`config.mk`:
```
export PLATFORM = sky130hd
export DESIGN_NAME = booth_mult_seq
export DESIGN_NICKNAME = d
export VERILOG_FILES = /design/src/rtl/booth_mult_seq.sv
export SDC_FILE = /design/constraint.sdc
export NUM_CORES = 1
export LEC_CHECK = 0
export CAP_MARGIN = 20
export CORE_MARGIN = 5
export CORE_UTILIZATION = 47
export CTS_BUF_LIST = sky130_fd_sc_hd__clkbuf_16
export DETAILED_ROUTE_END_ITERATION = 12
export PLACE_DENSITY = 0.76
export SLEW_MARGIN = 10
export SYNTH_ARGS = -nofsm -noshare
export SYNTH_HDL_FRONTEND = slang
export SYNTH_SLANG_ARGS = --single-unit
export TNS_END_PERCENT = 1
```
`constraint.sdc`:
```
create_clock -name clk -period 5.2 [get_ports clk]
set_input_delay 0.52 -clock clk [delete_from_list [all_inputs] [get_ports clk]]
set_output_delay 0.52 -clock clk [all_outputs]
set_load 0.1 [all_outputs]
```
`src/rtl/booth_mult_seq.sv`:
```
// Iterative radix-4 Booth multiplier: one Booth digit per clock into a 2*WIDTH-bit accumulator.
// Define BOOTH_SIGNED_EN for two's-complement operands; leave it undefined for unsigned operands.
module booth_mult_seq #(
   parameter int WIDTH = 8
) (
   input  logic               clk,
   input  logic               rst_n,
   input  logic               start,
   input  logic               abort,
   input  logic [WIDTH-1:0]   a,
   input  logic [WIDTH-1:0]   b,
   output logic               ready,
   output logic               done,
   output logic [2*WIDTH-1:0] product
);

`ifdef BOOTH_SIGNED_EN
   localparam bit SIGNED_MODE = 1'b1;
   localparam int DIGITS      = WIDTH / 2;
`else
   localparam bit SIGNED_MODE = 1'b0;
   localparam int DIGITS      = WIDTH / 2 + 1;
`endif

   localparam int PW = 2 * WIDTH;
   localparam int CW = $clog2(DIGITS + 1);

   typedef enum logic [1:0] {
      IDLE = 2'd0,
      CALC = 2'd1,
      DONE = 2'd2
   } state_t;

   state_t          state, state_next;
   logic [PW-1:0]   acc;
   logic [PW-1:0]   a_sh;
   logic [WIDTH+1:0] b_sh;
   logic            b_prev;
   logic [CW-1:0]   cnt;
   logic [PW-1:0]   pp;
   logic [PW-1:0]   sum;
   logic [PW-1:0]   a_ext;
   logic [2:0]      triplet;
   logic            load;
   logic            step;
   logic            last;

   assign ready   = (state != CALC);
   assign done    = (state == DONE);
   assign load    = ready && start;
   assign step    = (state == CALC) && !abort;
   assign last    = (cnt == CW'(DIGITS - 1));
   assign triplet = {b_sh[1:0], b_prev};
   assign a_ext   = SIGNED_MODE ? {{WIDTH{a[WIDTH-1]}}, a} : {{WIDTH{1'b0}}, a};
   assign sum     = acc + pp;

   // a_sh already carries the 2i weight, so the digit only selects +/- 1x or 2x.
   always_comb begin
      pp = '0;
      case (triplet)
         3'b001, 3'b010: pp = a_sh;
         3'b011:         pp = a_sh << 1;
         3'b100:         pp = -(a_sh << 1);
         3'b101, 3'b110: pp = -a_sh;
         default:        pp = '0;
      endcase
   end

   always_ff @(posedge clk or negedge rst_n) begin
      if (!rst_n) begin
         state <= IDLE;
      end else begin
         state <= state_next;
      end
   end

   // Abort is checked before the last-digit test so it wins on the same edge.
   always_comb begin
      state_next = state;
      case (state)
         IDLE: if (start) state_next = CALC;
         CALC: begin
            if (abort)     state_next = IDLE;
            else if (last) state_next = DONE;
         end
         DONE: state_next = start ? CALC : IDLE;
         default: state_next = IDLE;
      endcase
   end

   always_ff @(posedge clk or negedge rst_n) begin
      if (!rst_n) begin
         acc     <= '0;
         a_sh    <= '0;
         b_sh    <= '0;
         b_prev  <= 1'b0;
         cnt     <= '0;
         product <= '0;
      end else if (load) begin
         acc    <= '0;
         a_sh   <= a_ext;
         b_sh   <= {2'b00, b};
         b_prev <= 1'b0;
         cnt    <= '0;
      end else if (step) begin
         acc    <= sum;
         a_sh   <= a_sh << 2;
         b_sh   <= b_sh >> 2;
         b_prev <= b_sh[1];
         cnt    <= cnt + 1'b1;
         if (last) product <= sum;
      end
   end

endmodule

```
# Word-level counts from Yosys, hierarchy flattened
# Index checks and enable logic that the tools add are counted.
# totals
ff_bits,64
input_bits,20
output_inout_bits,18
elab_cells,49
# classes
addsub,4
n_eq_ne,12
mux,16
bitwise_logic,1
n_reduce_logical,9
# ops
cell,count
2-to-1 mux 16 bit,4
case mux 16 bit (4 select lines),1
negation 16 bit,2
2-to-1 mux 10 bit,2
adder 16 bit,1
equality test 3 bit (second input constant),4
equality test 3 x 2 -> 1 bit (second input constant),2
2-to-1 mux 2 bit,3
2-to-1 mux 3 bit,2
case mux 2 bit (3 select lines),1
OR reduction 2 bit,2
adder 3 x 1 -> 3 bit (second input constant),1
equality test 3 x 1 -> 1 bit (second input constant),1
2-to-1 mux 1 bit,3
inequality test 3 bit (second input constant),1
AND reduction 3 bit,1
equality test 2 x 1 -> 1 bit (second input constant),1
equality test 2 bit (second input constant),1
logical AND 1 bit,2
logical NOT 2 bit,1
inequality test 2 x 1 -> 1 bit (second input constant),1
inequality test 2 bit (second input constant),1
AND reduction 2 bit,1
nonzero test 2 bit,1
other kinds (2),2

# Depth between registers and ports, before layout
# logic_depth
depth_word,6
depth_mapped,18
mapped_depth_nobuf,17

# Worst setup path after synthesis
# Ideal clock, no wire load.
# synth_timing
kind,register to register
startpoint,register a_sh[1]
endpoint,register product[15]
setup_ps,92
t_arrival_ps,3621
path_slack_ps,1487
path_stages_with_launch,18
path_buffers,1
synth_period_minus_slack_ps,3713
cell_sequence,dfrtp_1 > inv_1 > ha_1 > or3b_1 > buf_2 > nand2b_4 > nand2b_1 > xor2_1 > nor2_1 > a21oi_1 > mux4_2 > ha_1 > and3_1 > nand2_1 > o31ai_1 > nand3_2 > and3b_1 > o31ai_2
# synth_between
elab_chain_len,3
# synth_lines
item,line,text
start: declaration,36,logic [PW-1:0] a_sh;
start signal: assignment,101,a_sh <= a_ext;
start signal: assignment,107,a_sh <= a_sh << 2;
negation 16 bit (on tied branches),"64, 63",
case mux 16 bit (4 select lines) *,60,case (triplet)
adder 16 bit *,55,assign sum = acc + pp;
end signal: assignment,111,if (last) product <= sum;
end: declaration,14,output logic [2*WIDTH-1:0] product
# Every way passes the cells marked *; elsewhere a longest branch is shown, timed or not.
# A chain may end at the register's enable or synchronous reset.

# Worst setup path in the final report
# layout_timing
startpoint,register a_sh[1]
endpoint,register acc[14]
# layout_between
elab_chain_len,5
# layout_lines
item,line,text
negation 16 bit (on tied branches),"64, 63",
case mux 16 bit (4 select lines) *,60,
adder 16 bit *,55,
2-to-1 mux 16 bit *,105,end else if (step) begin
2-to-1 mux 16 bit *,99,end else if (load) begin
end signal: assignment,106,acc <= sum;
end: declaration,35,logic [PW-1:0] acc;
# Every way passes the cells marked *; elsewhere a longest branch is shown, timed or not. The select of a mux whose other input is x is not followed.

==> results.md <==
* Top_reg_cell synth: sky130_fd_sc_hd__dfrtp_1
* Type of the tightest min-delay check: in -> async
* Gr ovfl total at 0
* Via-per-instance ratio at approximately 6.0
* Post-CTS resize count at 0
* Worst slack, placed at between 1 and 1.5 ns
* Count of hold buffers inserted by post-cts repair at 0
* Area occupied by multi-input gates at between 2000 and 2500 sq um
* Cell with the largest stage delay on the worst path: sky130_fd_sc_hd__o31ai_1
* Worst Setup End Kind: flop
* TritonCTS clock tree: built
* Fraction of power consumed by the clock network at a little under a fifth
* Data arrival, critical path at 4.34 ns
* Kind of critical path: reg -> reg
* Clock Pin Slew Worst Setup and Hold Paths at approximately 0.050 ns
* Crit path max fanout at 7
* Cells after synthesis at between 400 and 500
* Summed instance area of the synthesized netlist at slightly above 4000 sq um
* Number of buffers and inverters on the critical path at 1
* Growth of design area from synthesis to finish at 16.3%
* Initial antenna violation count at 0
* Fill cell instance count of the final layout at 705
* Power Density at between 600 and 700 nW/um^2
* Number of nets in the finished design at 525
* Req. time, crit path at 5.43 ns
* Number of synthesized flops with an enable pin at 0
* DR WL/cell at 16.5 um
* Chain of cells forming the critical path: inv_1 > ha_1 > or3b_1 > nand2b_4 > nand2b_1 > nand2_1 > xnor2_1 > a221oi_1 > a21oi_1 > ha_1 > nand4_1 > o31ai_1 > o21ai_0 > and3_1 > o31ai_1
* Worst reg2reg path startpoint: a_sh[1]$_DFFE_PN0P_
* Number of pins with negative max-slew slack in the final report at 0
* Total Wirelength at 9830 um
* Vias in the first global route at 3454
* H-tree depth at 3
* Overall die area at 10600 sq um
* Die extent in x at 103 um
* Cell with the most instances after synthesis: sky130_fd_sc_hd__nand2_1
* Stage delay of the slowest cell on the critical path at about 0.50 ns
* Fraction of final layout cells sized beyond drive strength 1 at 7.33%
* Crit path launch: a_sh[1]$_DFFE_PN0P_
* Starting density of the core at between 40% and 50%
* Number of buffers inserted by port buffering at 37
* Total Neg Setup Slack at 0 ns
* Share of Yosys cell area claimed by the top area cell type at about two fifths
* Overall fraction of global-route tracks in use at 19.8%
* Register cell area after layout at ~1600 sq um
* Outcome: complete, no violations
* Period utilisation layout at 79.0%
* Kind of cell adding the most delay to the critical path: simple AND/OR/NAND/NOR gates
* Biggest area consumer among synthesized cells: sky130_fd_sc_hd__dfrtp_1
* Total of flip-flops plus latches after synthesis at 62
* Number of sinks handled by clock tree synthesis at 62
* DP Wirelength at 6700 um
* Share of power burned in registers at around 27%
* Worst-case vdd ir drop at 0.000407 V
* Maximum number of pins on one net before global-route repair at 63
* Post-layout power at 2920 uW
* Worst skew pair latency at 0.33 ns
* Max Cap Viol at 0
* Pleak at 0.00215 uW
* Via count at ~3.6k
* Buffers inserted by post-CTS timing repair at 0
* Final WS setup at about 1.1 ns
* Post-detailed-route count of antenna-violating nets at 0
* Final Hold Vio Count at 0
* Synthesized net count at 504
* Relative contribution of combinational cells to total power at 55.1%
* Wire length of the first global-routing pass at 16500 um
* Critical Path Start Type: flop
* Minimum clock period after layout at between 4 and 5 ns
* Main area contributors after synthesis: sky130_fd_sc_hd__dfrtp_1 (38%), sky130_fd_sc_hd__nand2_1 (8.9%), sky130_fd_sc_hd__ha_1 (5.6%)
* Area inside the core boundary at 8300 sq um
* Most instantiated cells after synthesis: sky130_fd_sc_hd__nand2_1 (96), sky130_fd_sc_hd__dfrtp_1 (62), sky130_fd_sc_hd__o21ai_0 (29)
* RePlAce Congestion at 0.924
* Total net switching power at 1390 uW
* Sequential cell area fraction in the yosys report at 38.3%
* Layout Skew at 0.00880 ns
* Count of cell types in the netlist at 57
* F_max at 0.244 GHz
* Asr flop ratio synth at 100%
* Row cnt at 33
* Max-Slew Margin vs Limit at 34.4%
* Average cell area after synthesis at 8.72 sq um
* Number of synthesis warnings at 0
* Share of total power consumed by net switching at between 40% and 50%
* Transition time at the pin with the least slew margin at around 0.98 ns
* Ant. Diodes at 0
* Detailed-routing iteration count for the pre-antenna-repair pass at 5
* CTS buffer count at 9
* Detailed Route Iter0 Violations at 277
* CTS root buf: sky130_fd_sc_hd__clkbuf_16
* RSZ-0062 raised after global routing: false
* Total internal power at 1530 uW
* Number of top-level pins at 38
* Setup-violating endpoint count in the final report at 0
* Total DRC errors in the routed layout at 0
* Overall die height at 103 um
* Max clock buf depth at 2
-- layer usage --
layer  global-route usage (%)  wire length (um)  vias up
li1                         -                 -     1694
met1                     26.4              4390     1737
met2                     32.1              4760      108
met3                     2.98               426       20
met4                     8.57               255        0
met5                        0                 0        -
-- cell families (layout without fill, tap and decap cells) --
logic type                 Yosys count  count (layout)  share of synthesized area, %
buffers and inverters               46              72                          4.69
AOI/OAI and AO/OA                  140             140                          23.6
DFF                                 62              62                          38.3
and+or+nand+nor                    163             163                          19.3
muxes                                6               6                          1.88
xor gates and xnor gates            29              29                          6.27
adders and majority gates           19              19                          6.05
-- worst paths after layout --
path	to	slack [ns]	cells after the start
worst max-delay path	acc[14]$_DFFE_PN0P_	1.09	15
worst min-delay path	product[3]$_DFFE_PN0P_	0.32	2
worst max register to register	acc[14]$_DFFE_PN0P_	1.09	15
worst min register to register	product[6]$_DFFE_PN0P_	0.47	2
max in group asynchronous	a_sh[15]$_DFFE_PN0P_	4.31	2
min in group clk	product[6]$_DFFE_PN0P_	0.47	2
-- power by group through the flow --
stage	Combinational (uW)	Sequential (uW)	Clock [uW]
detailed placement	1580	787	0
floorplan	1160	868	0
CTS	1600	781	536
global route	1770	803	558
finish	1610	785	528
global placement	1540	782	0
-- flip-flops by register name (all words and copies together), names as in the netlist --
register,cells
state,2
b_prev,1
b_sh,8
product,16
acc,16
a_sh,16
cnt,3
-- layout make-up --
class	count	share of cell area (%)
flip-flops and latches	62	32.9
multi-input cells	357	49.1
inverters	14	1.11
well taps	105	2.79
clock buffers	9	4.78
clock inverters	7	0.717
repair buffers	42	8.55
-- layout by cell type (no fill, tap or decap), types with 8 or more instances in the layout --
master / Yosys / layout
sky130_fd_sc_hd__nand2_1: 96 / 96
sky130_fd_sc_hd__dfrtp_1: 62 / 62
sky130_fd_sc_hd__clkdlybuf4s50_1: 0 / 36
sky130_fd_sc_hd__o21ai_0: 29 / 29
sky130_fd_sc_hd__a21oi_1: 28 / 28
sky130_fd_sc_hd__a22o_1: 23 / 23
sky130_fd_sc_hd__ha_1: 18 / 18
sky130_fd_sc_hd__inv_1: 14 / 16
sky130_fd_sc_hd__xor2_1: 15 / 15
sky130_fd_sc_hd__nor2_1: 17 / 15
sky130_fd_sc_hd__xnor2_1: 14 / 14
sky130_fd_sc_hd__a22oi_1: 14 / 14
sky130_fd_sc_hd__clkbuf_16: 0 / 9
sky130_fd_sc_hd__nor3_1: 8 / 8
-- stage by stage --
stage / util (%) / cells / hold WS [ns] / area, sq um
after floorplan: - / 465 / 0.224 / 4050
after global placement: 53.7 / 580 / 0.457 / 4450
after detailed placement: 53.7 / 580 / 0.461 / 4450
after CTS: 56.8 / 596 / 0.386 / 4710
after global routing: 56.8 / 596 / 0.449 / 4710
final: 56.8 / 596 / 0.315 / 4710
Note: power is estimated with default switching activity, not from simulation.
